**config.mk**
```make
export PLATFORM = sky130hd
export DESIGN_NAME = irig_b_encoder
export DESIGN_NICKNAME = d
export VERILOG_FILES = /design/src/rtl/irig_b_encoder.sv
export SDC_FILE = /design/constraint.sdc
export NUM_CORES = 1
export LEC_CHECK = 0
export BUFFER_PORTS_ARGS = -buffer_cell sky130_fd_sc_hd__clkbuf_2
export CAP_MARGIN = 0
export CORE_MARGIN = 2
export CORE_UTILIZATION = 30
export CTS_BUF_LIST = sky130_fd_sc_hd__clkbuf_16
export CTS_CLUSTER_SIZE = 16
export DETAILED_ROUTE_END_ITERATION = 8
export PLACE_DENSITY = 0.52
export SYNTH_ARGS = -nofsm -noshare
export SYNTH_HDL_FRONTEND = slang
export SYNTH_SLANG_ARGS = --single-unit
```
**constraint.sdc**
```tcl
create_clock -name sys_clk -period 4 [get_ports sys_clk]
set_clock_uncertainty 0.2 [all_clocks]
set_input_delay 0.8 -clock sys_clk [delete_from_list [all_inputs] [get_ports sys_clk]]
set_output_delay 0.8 -clock sys_clk [all_outputs]
set_load 0.01 [all_outputs]
```
**src/rtl/irig_b_encoder.sv**
```systemverilog
// -----------------------------------------------------------------------------
// irig_b_encoder
// IRIG-B000 (DC level-shift) time-code generator. BCD time-of-year fields are
// serialised into a 100-bit, 100*CLK_PER_BIT-cycle frame of pulse-width-coded
// bits: marker = HI_P high cycles, logic 1 = HI_ONE, logic 0 = HI_ZERO.
//
// Ports
//   sys_clk      in   system clock
//   sys_rst_n    in   asynchronous active-low reset
//   enable       in   frames are transmitted back-to-back while high
//   load         in   one-cycle strobe, captures the time inputs into the shadow
//   second       in   7-bit BCD  {tens[2:0], units[3:0]}
//   minute       in   7-bit BCD  {tens[2:0], units[3:0]}
//   hour         in   6-bit BCD  {tens[1:0], units[3:0]}
//   day          in  10-bit BCD  {hundreds[1:0], tens[3:0], units[3:0]}
//   year         in   8-bit BCD  {tens[3:0], units[3:0]}
//   IRIG_B       out  registered time-code line
//   frame_start  out  one-cycle pulse on the rising edge of bit 0 (Pr)
//   busy         out  high while a frame is on the line
//   bit_idx      out  index (0..99) of the current bit cell
// -----------------------------------------------------------------------------
module irig_b_encoder #(
  parameter int CLK_PER_BIT = 1250000,
  parameter int HI_P        = 1000000,
  parameter int HI_ONE      = 625000,
  parameter int HI_ZERO     = 250000
) (
  input  logic       sys_clk,
  input  logic       sys_rst_n,
  input  logic       enable,
  input  logic       load,
  input  logic [6:0] second,
  input  logic [6:0] minute,
  input  logic [5:0] hour,
  input  logic [9:0] day,
  input  logic [7:0] year,
  output logic       IRIG_B,
  output logic       frame_start,
  output logic       busy,
  output logic [6:0] bit_idx
);

  localparam logic [0:0] S_IDLE = 1'b0;
  localparam logic [0:0] S_SEND = 1'b1;

  localparam logic [20:0] C_LAST    = 21'(CLK_PER_BIT - 1);
  localparam logic [20:0] C_HI_P    = 21'(HI_P);
  localparam logic [20:0] C_HI_ONE  = 21'(HI_ONE);
  localparam logic [20:0] C_HI_ZERO = 21'(HI_ZERO);

  // Time fields packed as {year, day, hour, minute, second}
  localparam int FW = 38;

  logic [0:0]    r_state;
  logic [20:0]   r_cyc_cnt;
  logic [6:0]    r_bit_idx;
  logic [FW-1:0] r_shadow;
  logic [FW-1:0] r_frame;

  logic [FW-1:0] w_in;
  logic          w_cell_end;
  logic          w_frame_end;
  logic          w_snap;
  logic [FW-1:0] w_snap_val;
  logic [99:0]   w_marker;
  logic [99:0]   w_data;
  logic [20:0]   w_hi;

  assign w_in        = {year, day, hour, minute, second};
  assign w_cell_end  = (r_cyc_cnt == C_LAST);
  assign w_frame_end = w_cell_end && (r_bit_idx == 7'd99);

  // A snapshot happens when a frame is about to begin: leaving IDLE, or at the
  // end of bit 99 with enable still high. A coincident load goes straight in.
  assign w_snap     = enable && ((r_state == S_IDLE) || w_frame_end);
  assign w_snap_val = load ? w_in : r_shadow;

  // Position markers: Pr at bit 0, P1..P0 at every bit ending in 9.
  for (genvar gi = 0; gi < 100; gi++) begin : g_marker
    assign w_marker[gi] = (gi == 0) || ((gi % 10) == 9);
  end

  // Place the BCD digits of the frame register at their bit positions.
  always_comb begin
    w_data        = '0;
    w_data[4:1]   = r_frame[3:0];    // seconds units
    w_data[8:6]   = r_frame[6:4];    // seconds tens
    w_data[13:10] = r_frame[10:7];   // minutes units
    w_data[17:15] = r_frame[13:11];  // minutes tens
    w_data[23:20] = r_frame[17:14];  // hours units
    w_data[26:25] = r_frame[19:18];  // hours tens
    w_data[33:30] = r_frame[23:20];  // day units
    w_data[38:35] = r_frame[27:24];  // day tens
    w_data[41:40] = r_frame[29:28];  // day hundreds
    w_data[53:50] = r_frame[33:30];  // year units
    w_data[58:55] = r_frame[37:34];  // year tens
  end

  assign w_hi = w_marker[r_bit_idx] ? C_HI_P :
                w_data[r_bit_idx]   ? C_HI_ONE : C_HI_ZERO;

  always_ff @(posedge sys_clk or negedge sys_rst_n) begin
    if (!sys_rst_n) begin
      r_state     <= S_IDLE;
      r_cyc_cnt   <= '0;
      r_bit_idx   <= '0;
      r_shadow    <= '0;
      r_frame     <= '0;
      IRIG_B      <= 1'b0;
      frame_start <= 1'b0;
      busy        <= 1'b0;
    end else begin
      if (load) begin
        r_shadow <= w_in;
      end
      if (w_snap) begin
        r_frame <= w_snap_val;
      end

      // Outputs are decoded from the counters, so the line trails them by one cycle.
      IRIG_B      <= (r_state == S_SEND) && (r_cyc_cnt < w_hi);
      frame_start <= (r_state == S_SEND) && (r_cyc_cnt == '0) && (r_bit_idx == '0);
      busy        <= (r_state == S_SEND);

      case (r_state)
        S_IDLE: begin
          r_cyc_cnt <= '0;
          r_bit_idx <= '0;
          if (enable) begin
            r_state <= S_SEND;
          end
        end
        default: begin
          if (w_cell_end) begin
            r_cyc_cnt <= '0;
            if (r_bit_idx == 7'd99) begin
              r_bit_idx <= '0;
              // enable is only looked at on frame boundaries
              if (!enable) begin
                r_state <= S_IDLE;
              end
            end else begin
              r_bit_idx <= r_bit_idx + 7'd1;
            end
          end else begin
            r_cyc_cnt <= r_cyc_cnt + 21'd1;
          end
        end
      endcase
    end
  end

  assign bit_idx = r_bit_idx;

endmodule

```
Yosys cells after proc, flatten, opt, wreduce, memory -nomap -nowiden

Memory sizes are Yosys's and may differ from the RTL's.
Index checks and enable logic that the tools add are counted.

Memories: 1
Bits in read-only memories: 128
RAM bits: 0
Input bits: 42
Register bits after elaboration: 108
Word-level logic and storage cells: 40
Latch bits: 0
Output and inout bits: 10

Memories:

| memory          | words | width | read ports | clocked after memory_dff | write ports | line | source |
|---|---|---|---|---|---|---|---|
| (no name shown) | 128   | 1     | 1          | 0                        | 0           | 99   | `assign w_hi = w_marker[r_bit_idx] ? C_HI_P :` |

Shift operators: 0
$lt $le $gt $ge: 2
Bitwise operators: 1
Div/mod/pow operators: 0
Reduce and logical (&&, ||, !) cells: 8
Multipliers: 0
Equal/unequal tests: 3
$add $sub $neg: 2
Multiplexer cells: 15

Operators by type and width:

| kind                                                        | count |
|---|---|
| two-way mux 21 bit                                          | 2 |
| two-way mux 20 bit                                          | 2 |
| two-way mux 38 bit                                          | 1 |
| adder 21 x 1 -> 21 bit (second input constant)              | 1 |
| equality test 21 bit (second input constant)                | 1 |
| zero test 21 bit                                            | 1 |
| less-than comparator 21 x 20 -> 1 bit                       | 1 |
| two-way mux 7 bit                                           | 3 |
| less-than comparator 7 x 8 -> 1 bit (second input constant) | 1 |
| adder 7 x 1 -> 7 bit (second input constant)                | 1 |
| binary-select mux 1 bit (select 7 bit)                      | 1 |
| equality test 7 bit (second input constant)                 | 1 |
| zero test 7 bit                                             | 1 |
| two-way mux 1 bit                                           | 6 |
| logical AND 1 bit                                           | 5 |
| != test 2 x 1 -> 1 bit (second input constant)              | 1 |
| logical OR 1 bit                                            | 1 |
| inverter 1 bit                                              | 1 |

Longest topological paths before layout

Depth after elaboration: 6
Mapped depth: 17
Mapped depth without buffers: 15

Worst setup path after synthesis

No wires, ideal clock.

Path kind: register -> register
From: reg r_bit_idx[0], in the netlist bit_idx[0]
To: reg IRIG_B
Arrival time: 3352 ps
Stages on the path, launching flop included: 17
Setup time: 78 ps
Slack: 370 ps
Cell sequence: dfrtp_1 -> clkbuf_1 -> clkbuf_1 -> inv_1 -> ha_1 -> nor3b_1 -> a21oi_1 -> o21ai_0 -> a41o_1 -> a21o_1 -> ha_1 -> a211o_1 -> a21o_1 -> a21oi_1 -> o21ai_0 -> nor3_1 -> o2bb2ai_1

Word-level cells in the longest chain between the ends: 6
Elaborated cells on any way between the ends: 8

RTL lines:

| item                                    | line | source |
|---|---|---|
| start, declared                         | 56   | `logic [6:0] r_bit_idx;` |
| start signal, assigned                  | 143  | `r_bit_idx <= r_bit_idx + 7'd1;` |
| binary-select mux 1 bit (select 7 bit)  | 100  | `w_data[r_bit_idx] ? C_HI_ONE : C_HI_ZERO;` |
| two-way mux 1 bit (not written as such) | 100  |  |
| two-way mux 20 bit                      | 100  |  |
| two-way mux 20 bit *                    | 99   |  |
| less-than comparator 21 x 20 -> 1 bit * | 121  | `IRIG_B <= (r_state == S_SEND) && (r_cyc_cnt < w_hi);` |
| logical AND 1 bit *                     | 121  |  |
| end signal, assigned                    | 121  |  |
| end, declared                           | 37   | `output logic IRIG_B,` |

Mark *: on every way between the ends. The rest lies on a longest branch, timed or not. The select of a mux whose other input is x is not followed.
A chain may end at the register's enable or synchronous reset.

Worst setup path after layout

From: reg r_bit_idx[1], in the netlist bit_idx[1]
To: reg IRIG_B

The elaborated chain is that of the path after synthesis.

==> impl_metrics.toml <==
[status]
status = "complete, no violations"

[synthesis]
synth_area_leaders = "dfrtp_1 51%, mux2_2 12%, mux2_4 5.6%"
synth_simple_gate_area_share_pct = 11.1
yosysSeqAreaShare_pct = 50.8
syn_area_per_cell_um2 = 12.1
synth_seq_cells = 108
synth_top_family_by_area = "multiplexers"
synthXorXnorAreaFrac_pct = 3.62
synth-edff-count = 0
synth_top_area_cell = "dfrtp_1"
yosys_most_used_dff = "dfrtp_1"
synth_top_area_share_pct = 50.8
synthAdderAreaFrac_pct = 4.70
synth_fp_nets = 502
synthMuxAreaShare_pct = 20.2
netlist_instances = 440
syn_area_um2 = 5320
synth_async_sr_flop_share_pct = 100
synth.distinct_cells = 49
yosysWarningCount = 0
synth_compound_area_share_pct = 6.77

[floorplan]
initial_utilization_pct = 30.8
coreArea_um2 = 17300
die_area_um2 = 18800
ios = 52
die_x_um = 137
die_y_um = 137
rows = 48

[setup_path]
rr_startpoint = "bit_idx[1]"
crit_path_end_kind = "flip-flop"
slowest_delay_ps = 550
crit_chain = "inv_1 -> ha_1 -> nor3b_1 -> a21oi_1 -> o21ai_0 -> a41o_1 -> a21o_1 -> ha_1 -> a211o_1 -> a21o_1 -> a21oi_1 -> o21ai_0 -> nor3_1 -> o2bb2ai_1"
startpoint_type = "flip-flop"
worstPathMaxFanout = 12
slowest_stage = "dfrtp_1"
path_class = "flip-flop to flip-flop"
required_ps = 4080
cp_top_family = "compound AO/OA/AOI/OAI gates"
cp-startpoint = "bit_idx[1]"
cp.arrival_ps = 3660
crit_buf_inv = 1

[sta]
fin_crit_ps = 3580
relSlewSlack_pct = 38.1
fin_hold_ws_ps = 226
setup_viol = 0
fin_ws_ps = 417
drv_slew = 0
post-route-period-util_pct = 89.6
rsz0062_at_grt = "false"
timing_hold_violations_final = 0
setup_tns_ps = 0
worst_pin_slew_ps = 929
timing.fmax_mhz = 279

[grt]
grt_max_degree = 71
antenna_found_initial = 0
grt_pass1_vias = 3649
grt_usage_pct = 13.0
grt.overflow.total = 0
grt_pass1_wl_um = 18900

[place]
finalWeightedCongestion = 0.851
pre_cts_ws_ps = 483
dp_hpwl_um = 7920
io_buffers = 51

[power]
ir_drop_v = 0.000201
clock_power_share_pct = 36.7
seq_power_share_pct = 52.4
p_per_area_nw_per_um2 = 385
p_leak_nw = 2.86
p_sw_mw = 0.621
combPwrFrac_pct = 11.0
finalPower_mw = 2.36
intPower_mw = 1.74
p_sw_share_pct = 26.3

[finish]
mostFrequentLayoutCell = "dfrtp_1"
final_util_pct = 35.4
drive_above_1_share_pct = 31.7
final_net_count = 553
final_cell_mix = "108 x dfrtp_1, 57 x mux2_2, 50 x clkbuf_2, 38 x nor2_1"
antenna_cells = 0
fillCellCount = 1734
syn2layout_area_growth_pct = 15.1

[clock_tree]
clkLatencyLatePin_ps = 360
cts_buffer_depth = 2
cts_setup_buffers = 0
cts-root-buf = "clkbuf_16"
htree_levels = 3
cts.sinks = 108
path_clk_slew_ps = 70
cts_resized = 0
cts_tree = "built"
cts_inserted_buffers = 9
ctsHoldBuffers = 0

[drt]
num_vias = 3462
drtAntennaViolNets = 0
routed_via_density = 4.80
drcViolationCount = 0
drt_iter0_drc = 171
routed_wl_um = 11100
drt-wirelength-per-cell_um = 15.4
firstDrtPassIters = 4

[worst_hold_path]
hp-start = "r_state"
hp-class = "flip-flop to flip-flop"

[run]
drv_cap = 0
-- synth_stat cells, types with 6 or more instances --
cell	count
dfrtp_1	108
nor3_1	8
ha_1	20
nand2_1	16
a21oi_1	7
mux2_4	20
mux2i_1	13
nand3_1	11
o21ai_0	16
mux2_2	57
xnor2_1	11
nor2_1	38
clkbuf_1	12
inv_1	14
xor2_1	11
nor4_1	6
a21o_1	6
nand4_1	9
-- stage by stage --
stage                     instances  cell area, µm²
after global placement          705            5840
after detailed placement        705            5840
after global routing            721            6120
final                           721            6120
after CTS                       721            6120
after floorplan                 440            5320
-- cell type report --
type                            instances  area [µm²]  area share (%)
Inverter                               14        52.6           0.859
Sequential cell                       108        2700            44.2
Timing Repair Buffer                   59         330            5.40
Clock buffer                            9         225            3.68
Tap cell                              225         282            4.60
Clock inverter                          7        60.1           0.981
Multi-Input combinational cell        299        2470            40.3
-- power by group through the flow --
stage / Clock [mW] / Combinational (mW) / Sequential, mW
global route: 0.944 / 0.295 / 1.25
detailed placement: 0 / 0.265 / 1.26
finish: 0.865 / 0.259 / 1.24
CTS: 0.898 / 0.267 / 1.24
global placement: 0 / 0.256 / 1.26
floorplan: 0 / 0.183 / 1.24
-- worst paths after layout --
check / slack [ps] / depth (start not counted) / end
max: 420 / 14 / IRIG_B
min: 230 / 0 / busy
max reg2reg: 420 / 14 / IRIG_B
min reg2reg: 230 / 0 / busy
max in group asynchronous: 2420 / 2 / r_cyc_cnt[13]
min in group asynchronous: 350 / 1 / r_shadow[25]
-- metal layers --
metal  track usage (%)  wire [µm]  part of all wire, %
met1              17.6       5300                   48
met2              20.2       5200                   47
met3              2.59        418                  3.8
met4              5.27        205                  1.8
met5                 0          0                    0
-- logic make-up (layout without fill, tap and decap cells) --
| logic type | Yosys count | count (layout) |
|---|---|---|
| simple gates | 113 | 113 |
| flops | 108 | 108 |
| mux | 90 | 90 |
| compound gates | 54 | 54 |
| buf+inv | 33 | 89 |
| xor+xnor | 22 | 22 |
| fa+ha+maj | 20 | 20 |
-- state kept, by name (all words and copies together) (netlist names) --
signal,flops
IRIG_B,1
bit_idx,7
busy,1
frame_start,1
r_cyc_cnt,21
r_frame,38
r_shadow,38
r_state,1
(Power assumes the default switching activity.)
